File: src/rtl/mfp_uart_rx_buffered_pkg.sv
// Shared constants and helpers for the buffered UART receiver.
//   - default line parameters and the 16x oversample factor
//   - receive FSM state type
//   - baud divisor and 3-way majority helpers
// State encodings keep their original 3-bit values so older traces still decode.
package mfp_uart_rx_buffered_pkg;

  localparam int unsigned DEFAULT_CLK_HZ = 50_000_000;
  localparam int unsigned DEFAULT_BAUD   = 115_200;
  localparam int unsigned OVERSAMPLE     = 16;

  // Per-bit sample points in oversample ticks; the vote happens on the last one.
  localparam logic [3:0] SMP_FIRST  = 4'd7;
  localparam logic [3:0] SMP_SECOND = 4'd8;
  localparam logic [3:0] SMP_VOTE   = 4'd9;

  typedef enum logic [2:0] {
    RX_IDLE  = 3'd0,
    RX_START = 3'd1,
    RX_DATA  = 3'd2,
    RX_STOP  = 3'd3,
    RX_BREAK = 3'd4
  } rx_state_t;

  // round(clk_hz / (baud * 16)), computed wide to avoid overflow.
  function automatic int unsigned baud_div(input int unsigned clk_hz,
                                           input int unsigned baud);
    logic [63:0] num;
    logic [63:0] den;
    num = 64'(clk_hz) + 64'(baud) * 64'(OVERSAMPLE / 2);
    den = 64'(baud) * 64'(OVERSAMPLE);
    return 32'(num / den);
  endfunction

  function automatic logic maj3(input logic a, input logic b, input logic c);
    return (a & b) | (a & c) | (b & c);
  endfunction

endpackage

File: src/rtl/mfp_uart_byte_fifo.sv
// DEPTH x 8-bit synchronous FIFO.
//   clk, rst_n     : clock, asynchronous active-low reset
//   push/push_data : write request; ignored when full unless a pop happens too
//   pop            : read request; ignored when empty
//   pop_data       : head entry (combinational, valid while not empty)
//   count          : occupancy 0..DEPTH
//   full, empty    : occupancy flags
module mfp_uart_byte_fifo
  import mfp_uart_rx_buffered_pkg::*;
#(
  parameter int unsigned DEPTH = 16
) (
  input  logic                     clk,
  input  logic                     rst_n,
  input  logic                     push,
  input  logic [7:0]               push_data,
  input  logic                     pop,
  output logic [7:0]               pop_data,
  output logic [$clog2(DEPTH):0]   count,
  output logic                     full,
  output logic                     empty
);

  localparam int unsigned AW = $clog2(DEPTH);

  logic [7:0]    mem [DEPTH];
  logic [AW-1:0] wr_ptr;
  logic [AW-1:0] rd_ptr;
  logic          do_push;
  logic          do_pop;

  always_comb begin
    full     = (count == (AW + 1)'(DEPTH));
    empty    = (count == '0);
    do_pop   = pop && !empty;
    // A full FIFO still accepts a write when a read frees a slot in the same cycle.
    do_push  = push && (!full || do_pop);
    pop_data = mem[rd_ptr];
  end

  always_ff @(posedge clk) begin
    if (do_push) mem[wr_ptr] <= push_data;
  end

  always_ff @(posedge clk or negedge rst_n) begin
    if (!rst_n) begin
      wr_ptr <= '0;
      rd_ptr <= '0;
      count  <= '0;
    end else begin
      if (do_push) wr_ptr <= wr_ptr + 1'b1;
      if (do_pop)  rd_ptr <= rd_ptr + 1'b1;
      count <= count + (AW + 1)'(do_push) - (AW + 1)'(do_pop);
    end
  end

endmodule

File: src/rtl/mfp_uart_rx_buffered.sv
// 16x oversampling UART receiver (8N1) with a byte FIFO in front of the parser.
//   HCLK, HRESETn : clock, asynchronous active-low reset
//   UART_RX       : asynchronous serial input, idles high
//   byte_hold     : stalls delivery while high
//   err_clear     : pulse clearing the sticky error flags
//   byte_data     : last delivered byte, held between deliveries
//   byte_ready    : one-cycle delivery strobe, byte_data valid alongside
//   framing_error : sticky, stop bit voted 0
//   overrun       : sticky, byte arrived with the FIFO full and no pop
//   fifo_count    : FIFO occupancy
module mfp_uart_rx_buffered
  import mfp_uart_rx_buffered_pkg::*;
#(
  parameter int unsigned CLK_HZ = DEFAULT_CLK_HZ,
  parameter int unsigned BAUD   = DEFAULT_BAUD,
  parameter int unsigned DEPTH  = 16
) (
  input  logic                   HCLK,
  input  logic                   HRESETn,
  input  logic                   UART_RX,
  input  logic                   byte_hold,
  input  logic                   err_clear,
  output logic [7:0]             byte_data,
  output logic                   byte_ready,
  output logic                   framing_error,
  output logic                   overrun,
  output logic [$clog2(DEPTH):0] fifo_count
);

  localparam int unsigned    DIV      = baud_div(CLK_HZ, BAUD);
  localparam int unsigned    CNT_W    = (DIV > 1) ? $clog2(DIV) : 1;
  localparam logic [CNT_W-1:0] CNT_LAST = CNT_W'(DIV - 1);

  // Input synchroniser; reset high so a released reset does not look like a start bit.
  logic rx_meta;
  logic rx_s;

  always_ff @(posedge HCLK or negedge HRESETn) begin
    if (!HRESETn) begin
      rx_meta <= 1'b1;
      rx_s    <= 1'b1;
    end else begin
      rx_meta <= UART_RX;
      rx_s    <= rx_meta;
    end
  end

  rx_state_t        state;
  logic [3:0]       smp;
  logic [2:0]       bit_idx;
  logic [7:0]       shreg;
  logic             samp_a;
  logic             samp_b;
  logic [CNT_W-1:0] div_cnt;

  logic start_det;
  logic tick;
  logic sampling;
  logic vote_tick;
  logic vote_bit;
  logic rx_push;
  logic framing_set;
  logic overrun_set;

  logic       fifo_full;
  logic       fifo_empty;
  logic       pop;
  logic [7:0] fifo_dout;

  always_comb begin
    start_det   = (state == RX_IDLE) && !rx_s;
    tick        = (div_cnt == CNT_LAST);
    sampling    = (state == RX_START) || (state == RX_DATA) || (state == RX_STOP);
    vote_tick   = sampling && tick && (smp == SMP_VOTE);
    vote_bit    = maj3(samp_a, samp_b, rx_s);
    rx_push     = vote_tick && (state == RX_STOP) && vote_bit;
    framing_set = vote_tick && (state == RX_STOP) && !vote_bit;
    pop         = !fifo_empty && !byte_hold;
    overrun_set = rx_push && fifo_full && !pop;
  end

  // Tick generator, restarted on the start edge so samples sit at a fixed bit phase.
  always_ff @(posedge HCLK or negedge HRESETn) begin
    if (!HRESETn) begin
      div_cnt <= '0;
    end else if (start_det || tick) begin
      div_cnt <= '0;
    end else begin
      div_cnt <= div_cnt + 1'b1;
    end
  end

  always_ff @(posedge HCLK or negedge HRESETn) begin
    if (!HRESETn) begin
      state   <= RX_IDLE;
      smp     <= '0;
      bit_idx <= '0;
      shreg   <= '0;
      samp_a  <= 1'b1;
      samp_b  <= 1'b1;
    end else begin
      if (sampling && tick) begin
        smp <= smp + 1'b1;  // wraps 15 -> 0 at each bit boundary
        if (smp == SMP_FIRST)  samp_a <= rx_s;
        if (smp == SMP_SECOND) samp_b <= rx_s;
      end
      unique case (state)
        RX_IDLE: begin
          if (!rx_s) begin
            state <= RX_START;
            smp   <= '0;
          end
        end
        RX_START: begin
          if (vote_tick) begin
            if (!vote_bit) begin
              state   <= RX_DATA;
              bit_idx <= '0;
            end else begin
              state <= RX_IDLE;
            end
          end
        end
        RX_DATA: begin
          if (vote_tick) begin
            shreg   <= {vote_bit, shreg[7:1]};
            bit_idx <= bit_idx + 1'b1;
            if (bit_idx == 3'd7) state <= RX_STOP;
          end
        end
        RX_STOP: begin
          // Leave half a bit early on a good stop so the next start edge is not missed.
          if (vote_tick) state <= vote_bit ? RX_IDLE : RX_BREAK;
        end
        RX_BREAK: begin
          if (rx_s) state <= RX_IDLE;
        end
        default: state <= RX_IDLE;
      endcase
    end
  end

  mfp_uart_byte_fifo #(
    .DEPTH(DEPTH)
  ) u_fifo (
    .clk      (HCLK),
    .rst_n    (HRESETn),
    .push     (rx_push),
    .push_data(shreg),
    .pop      (pop),
    .pop_data (fifo_dout),
    .count    (fifo_count),
    .full     (fifo_full),
    .empty    (fifo_empty)
  );

  always_ff @(posedge HCLK or negedge HRESETn) begin
    if (!HRESETn) begin
      byte_data  <= '0;
      byte_ready <= 1'b0;
    end else begin
      byte_ready <= pop;
      if (pop) byte_data <= fifo_dout;
    end
  end

  // Sticky flags: a set in the same cycle as err_clear wins.
  always_ff @(posedge HCLK or negedge HRESETn) begin
    if (!HRESETn) begin
      framing_error <= 1'b0;
      overrun       <= 1'b0;
    end else begin
      if (framing_set)    framing_error <= 1'b1;
      else if (err_clear) framing_error <= 1'b0;
      if (overrun_set)    overrun <= 1'b1;
      else if (err_clear) overrun <= 1'b0;
    end
  end

endmodule

File: config.mk
export PLATFORM = sky130hd
export DESIGN_NAME = mfp_uart_rx_buffered
export DESIGN_NICKNAME = d
export VERILOG_FILES = /design/src/rtl/mfp_uart_rx_buffered_pkg.sv /design/src/rtl/mfp_uart_byte_fifo.sv /design/src/rtl/mfp_uart_rx_buffered.sv
export SDC_FILE = /design/constraint.sdc
export NUM_CORES = 1
export LEC_CHECK = 0
export CAP_MARGIN = 40
export CORE_ASPECT_RATIO = 0.7
export CORE_MARGIN = 2
export CORE_UTILIZATION = 40
export CTS_BUF_LIST = sky130_fd_sc_hd__clkbuf_8
export CTS_CLUSTER_DIAMETER = 30
export DETAILED_ROUTE_END_ITERATION = 10
export GPL_ROUTABILITY_DRIVEN = 0
export PLACE_DENSITY = 0.63
export SYNTH_ARGS = -nofsm -noshare
export SYNTH_HDL_FRONTEND = slang
export SYNTH_SLANG_ARGS = --single-unit
File: constraint.sdc
create_clock -name HCLK -period 3.2 [get_ports HCLK]
set_input_delay 0.48 -clock HCLK [delete_from_list [all_inputs] [get_ports HCLK]]
set_output_delay 0.48 -clock HCLK [all_outputs]
set_load 0.02 [all_outputs]
==> results of run 1 <==
-- metal layers --
metal  vias up  GRT usage [%]  routed length [um]
met1      1964           23.7                7020
met5         -              0                   0
met3        13           3.21                 764
met2       113           20.9                6010
li1       1678              -                   -
met4         0           4.57                 124
-- state kept, by name, summed over array words and instances (netlist names) --
name and cells:
byte_ready 1, state 3, div_cnt 5, shreg 8, samp_b 1, byte_data 8, u_fifo.count 5, bit_idx 3
u_fifo.rd_ptr 4, overrun 1, rx_s 1, u_fifo.wr_ptr 4, samp_a 1, u_fifo.mem 128, smp 4, framing_error 1
rx_meta 1
-- worst paths after layout --
| check | endpoint | slack, ns | cells after the start |
|---|---|---|---|
| worst max-delay path | u_fifo.mem[11][3]$_DFFE_PP_ | 0.48 | 6 |
| worst min-delay path | smp[1]$_DFF_PN0_ | 0.05 | 1 |
| worst max register to register | u_fifo.mem[11][3]$_DFFE_PP_ | 0.48 | 6 |
| worst min register to register | rx_s$_DFF_PN1_ | 0.38 | 0 |
| max in group asynchronous | u_fifo.wr_ptr[2]$_DFFE_PN0P_ | 2.35 | 2 |
| min in group HCLK | rx_s$_DFF_PN1_ | 0.38 | 0 |
-- synth_stat cells, types with 3 or more instances --
library cell	instances	share of area (%)
a211oi_1	8	0.82
a21o_1	10	1.0
a21oi_1	4	0.27
and2_1	5	0.43
and3_1	12	1.0
buf_2	8	0.55
buf_4	3	0.31
clkbuf_1	5	0.26
dfrtp_1	47	16
dfstp_2	4	1.4
edfxtp_1	128	52
ha_1	18	3.1
inv_1	20	1.0
mux2_2	11	1.7
mux2i_1	8	1.1
mux4_2	32	9.8
nand2_1	9	0.46
nand2b_1	4	0.34
nand3_1	7	0.48
nor2_1	14	0.72
nor3_1	4	0.27
o22ai_1	10	0.85
xnor2_1	8	0.95
xor2_1	8	0.95
-- final cells by class --
type | instances | share of cell area [%]
clock buffer | 17 | 2.86
sequential | 179 | 62.7
timing repair buffer | 25 | 2.85
inverter | 20 | 0.918
clock inverter | 15 | 2.04
tap | 236 | 3.61
multi-input combinational | 203 | 25.0
-- worst max-delay path: stages (launching register included) --
cell	delay, ns
dfrtp_1	0.43
inv_1	0.08
ha_1	0.16
and4b_1	0.31
nand4_1	0.25
nor3_1	0.65
and2_1	0.50
-- metrics by stage --
stage / instance area (um^2) / worst slack (ns)
2_1_floorplan: 7340 / 0.389
3_3_place_gp: 7780 / 0.591
3_5_place_dp: 7780 / 0.512
4_1_cts: 8180 / 0.483
5_1_grt: 8180 / 0.281
6_report: 8180 / 0.485
-- cells by family after synthesis --
group | after synthesis | synth area share (%)
AOI/OAI and AO/OA | 43 | 4.19
muxes | 52 | 12.8
adders and majority gates | 20 | 3.49
DFF | 179 | 69.8
buffers and inverters | 38 | 2.33
and+or+nand+nor | 72 | 5.49
xor gates and xnor gates | 16 | 1.91
-- power breakdown --
group | internal (mW) | switching, mW | leakage (nW)
sequential | 2.56 | 0.247 | 2.13
clock | 0.653 | 0.894 | 0.200
combinational | 0.525 | 0.506 | 1.04
total | 3.74 | 1.65 | 3.37
==> impl_metrics.json, run 1 <==
{
  "setup_viol_count_final": 0,
  "synth_cells": 420,
  "syn2layout_area_growth_pct": 11.3,
  "synth.avg_cell_area_um2": 17.5,
  "dieArea_um2": 19500,
  "place_hpwl_um": 9000,
  "hold_buffers": 0,
  "power_density_nw_per_um2": 659,
  "antennaDiodeCount": 0,
  "finalHoldViolations": 0,
  "fin_cells": 695,
  "cts_buffers": 17,
  "tightest_slew_ns": 0.893,
  "synthArstFlopShare_pct": 28.5,
  "grt_pass1_wl_um": 22000,
  "timing.hold.ws_ns": 0.0548,
  "groute.usage.overall_pct": 15.1,
  "grt_pass1_vias": 3699,
  "crit_fanout": 8,
  "via_per_inst": 5.42,
  "finalMaxSlewViolations": 0,
  "synth_cell_type_count": 49,
  "die_y_um": 117,
  "maxSlewHeadroom_pct": 40.5,
  "final_util_pct": 45.4,
  "core-area_um2": 18000,
  "cts_tree": "yes",
  "yosysSeqAreaShare_pct": 69.8,
  "leakage_nw": 3.37,
  "cp-end-kind": "register",
  "required_ns": 3.30,
  "routedWlPerCell_um": 20.0,
  "finalWirelength_um": 13900,
  "synthesis.area_um2": 7340,
  "ys_warn_count": 0,
  "ys.flop_type": "edfxtp_1",
  "rows": 41,
  "max_freq_mhz": 368,
  "cts_root_buf": "clkbuf_8",
  "ctsHtreeMaxLevel": 4,
  "clock-skew-final_ns": 0.0160,
  "antenna_found_initial": 0,
  "worstSetupStartpointType": "register",
  "multi_input_area_um2": 2050,
  "period_share_pct": 84.9,
  "clk_path_buf_depth": 2,
  "nets": 470,
  "seqCellArea_um2": 5130,
  "syn_nets": 444,
  "path_class": "register to register",
  "cts_resized": 0,
  "dp_cells": 663,
  "ant_nets": 0,
  "power_mw": 5.39,
  "drtPass1Iterations": 4,
  "drt-initial-drc-count": 351,
  "rsz0062_at_grt": "no",
  "drv_cap": 0,
  "die_w_um": 166,
  "ir_drop_mv": 0.584,
  "clkTransAtPathRegs_ns": 0.10,
  "grt_overflow": 0,
  "ios": 21,
  "cts_num_sinks": 179,
  "cp-startpoint": "div_cnt[0]$_DFF_PN0_",
  "hold_class": "input pin to asynchronous set/reset pin",
  "nFillCells": 1516,
  "grt_max_degree": 28,
  "worstPathArrival_ns": 2.82,
  "port_buffers": 20,
  "vias": 3768,
  "final_common_cell": "edfxtp_1",
  "clk_latency_ns": 0.45,
  "cts_setup_buffers": 0,
  "drive_above_1_share_pct": 20.5,
  "initial_core_util_pct": 40.8,
  "drcViolationCount": 0,
  "setup-tns-final_ns": 0,
  "layout_common_cells": "128 x edfxtp_1, 46 x dfrtp_1, 32 x mux4_2",
  "regToRegStartpoint": "div_cnt[0]$_DFF_PN0_",
  "period_needed_ns": 2.72,
  "status": "finished clean",
  "synth_edf_count": 128,
  "ys_ff_latch": 179
}
Power figures use the tool's default switching activity.
==> inputs of run 2 (changes only) <==
--- a/config.mk
+++ b/config.mk
@@ -13,7 +13,7 @@
 export CTS_CLUSTER_DIAMETER = 30
 export DETAILED_ROUTE_END_ITERATION = 10
 export GPL_ROUTABILITY_DRIVEN = 0
-export PLACE_DENSITY = 0.63
+export PLACE_DENSITY = 0.65
 export SYNTH_ARGS = -nofsm -noshare
 export SYNTH_HDL_FRONTEND = slang
 export SYNTH_SLANG_ARGS = --single-unit
==> constraint.sdc (replaced) <==
create_clock -name HCLK -period 2.4 [get_ports HCLK]
set_input_delay 0.36 -clock HCLK [delete_from_list [all_inputs] [get_ports HCLK]]
set_output_delay 0.36 -clock HCLK [all_outputs]
set_load 0.02 [all_outputs]
==> impl_metrics.json, run 2 (synthesis gave the netlist of run 1 again) <==
{
  "antennaDiodeCount": 0,
  "stdcell_area_um2": 8520,
  "cpMostUsedCell": "inv_2",
  "sw_frac_of_total_pct": 28.8,
  "hold_class": "input pin to register",
  "drv_cap": 0,
  "drt-initial-drc-count": 271,
  "period_needed_ns": 2.34,
  "vias": 3818,
  "ctsHtreeMaxLevel": 4,
  "via_per_inst": 5.32,
  "clock-skew-final_ns": 0.0113,
  "initial_core_util_pct": 40.8,
  "antenna_found_initial": 0,
  "regToRegStartpoint": "u_fifo.count[2]$_DFF_PN0_",
  "p_int_mw": 5.37,
  "top_regs": "u_fifo.mem: 128 flops, byte_data: 8 flops, shreg: 8 flops",
  "crit_slowest_cell": "dfrtp_2",
  "maxSlewHeadroom_pct": 50.6,
  "tightest_slew_ns": 0.734,
  "cts_buffers": 17,
  "power.switching_mw": 2.17,
  "nets": 492,
  "path_cells": "inv_2 > ha_4 > nor3b_4 > a21o_1 > inv_4 > ha_4 > inv_2 > ha_4 > inv_2 > fa_2 > inv_2 > a21oi_1 > o21bai_1 > xnor2_1",
  "placed_cell_area_um2": 8000,
  "finalHoldViolations": 0,
  "final_util_pct": 47.3,
  "finalMaxSlewViolations": 0,
  "worstHoldStart": "UART_RX",
  "rows": 41,
  "cts_tree": "yes",
  "required_ns": 2.77,
  "pwr-share-seq_pct": 47.8,
  "power_mw": 7.54,
  "largest_register_ff_count": 128,
  "setup_viol_count_final": 0,
  "ant_nets": 0,
  "combinationalPowerShare_pct": 24.1,
  "grt_max_degree": 34,
  "drtPass1Iterations": 4,
  "drcViolationCount": 0,
  "routedWlPerCell_um": 19.9,
  "place_hpwl_um": 9450,
  "period_share_pct": 97.3,
  "regMostFlops": "u_fifo.mem",
  "final_common_cell": "edfxtp_1",
  "drive_above_1_share_pct": 29.3,
  "dieArea_um2": 19500,
  "clkTransAtPathRegs_ns": 0.09,
  "grt_overflow": 0,
  "cp-startpoint": "u_fifo.count[2]$_DFF_PN0_",
  "leakage_nw": 3.49,
  "syn2layout_area_growth_pct": 16.0,
  "layout_common_cells": "128 x edfxtp_1, 45 x dfrtp_1, 32 x mux4_2",
  "die_y_um": 117,
  "rsz0062_at_grt": "yes",
  "worstSetupStartpointType": "register",
  "power_density_nw_per_um2": 885,
  "setup.reg_to_reg.worst_slack_ns": 0.06,
  "finalWirelength_um": 14300,
  "clk_path_buf_depth": 2,
  "worst_slack_ns": 0.0645,
  "groute.usage.overall_pct": 15.4,
  "worstPathArrival_ns": 2.71,
  "clk_latency_ns": 0.44,
  "core-area_um2": 18000,
  "crit_buf_inv": 5,
  "die_w_um": 166,
  "max_freq_mhz": 428,
  "cp-end-kind": "register",
  "cts_num_sinks": 179,
  "grt_pass1_wl_um": 22700,
  "path_class": "register to register",
  "nFillCells": 1506,
  "status": "finished clean",
  "crit_fanout": 3,
  "setup-tns-final_ns": 0,
  "clkPwrFrac_pct": 28.1,
  "ios": 21,
  "dp_slack_ns": -0.0543,
  "slowest_delay_ns": 0.41,
  "critical_path.top_delay_family": "adder cells",
  "cts_root_buf": "clkbuf_8",
  "grt_pass1_vias": 4010,
  "ir_drop_mv": 0.610,
  "port_buffers": 20
}
## run 2: cell count changes in the layout (fill, tap and decap cells not counted), sizes merged
cell / previous run / this run
clkinvlp: 1 / 2
inv: 27 / 24
dlygate4sd3: 0 / 1
buf: 6 / 27
bufinv: 1 / 3
## run 2: worst reg2reg max path: stages (launching register included)
cell	delay, ns
dfrtp_2	0.41
inv_2	0.08
ha_4	0.14
nor3b_4	0.18
a21o_1	0.21
inv_4	0.06
ha_4	0.21
inv_2	0.06
ha_4	0.13
inv_2	0.03
fa_2	0.34
inv_2	0.05
a21oi_1	0.05
o21bai_1	0.18
xnor2_1	0.13
## run 2: power by group through the flow
stage,combinational [mW],clock (mW),sequential (mW)
detailed placement,1.72,0,3.68
global route,1.98,2.29,3.63
CTS,1.77,2.18,3.60
finish,1.82,2.12,3.60
global placement,1.59,0,3.71
floorplan,1.07,0,3.71
## run 2: stage by stage
| step | std cells | hold WS, ns |
|---|---|---|
| after floorplan | 420 | 0.0644 |
| after global placement | 675 | 0.346 |
| after detailed placement | 676 | 0.348 |
| after CTS | 711 | 0.298 |
| after global routing | 717 | 0.305 |
| final | 717 | 0.325 |
## run 2: final cells by class
type	count	area [um^2]	share of cell area, %
Inverter	20	77.6	0.911
Timing Repair Buffer	47	483	5.67
Multi-Input combinational cell	203	2120	24.9
Clock buffer	17	234	2.75
Tap cell	236	295	3.47
Sequential cell	179	5130	60.2
Clock inverter	15	180	2.12
## run 2: final timing paths
check | to | depth (start not counted)
max in group asynchronous | rx_meta$_DFF_PN1_ | 3
min in group asynchronous | byte_data[0]$_DFFE_PN0P_ | 2
worst min register to register | rx_s$_DFF_PN1_ | 0
worst max-delay path | u_fifo.count[4]$_DFF_PN0_ | 14
worst min-delay path | rx_meta$_DFF_PN1_ | 1
worst max register to register | u_fifo.count[4]$_DFF_PN0_ | 14
## run 2: repair_timing
action | 4_1_cts | 5_1_grt
buffers inserted | 2 | 6
hold endpoints to repair | 20 | 0
hold buffers | 1 | 0
resized for setup | 0 | 17
pin swaps | 2 | 7
setup endpoints to repair | 1 | 105
## run 2: per-layer routing
| layer | share of wire, % | global-route usage, % |
|---|---|---|
| met3 | 4.0 | 4.12 |
| met2 | 47 | 23.9 |
| met5 | 0 | 0 |
| met4 | 0.56 | 3.42 |
| met1 | 48 | 22.1 |
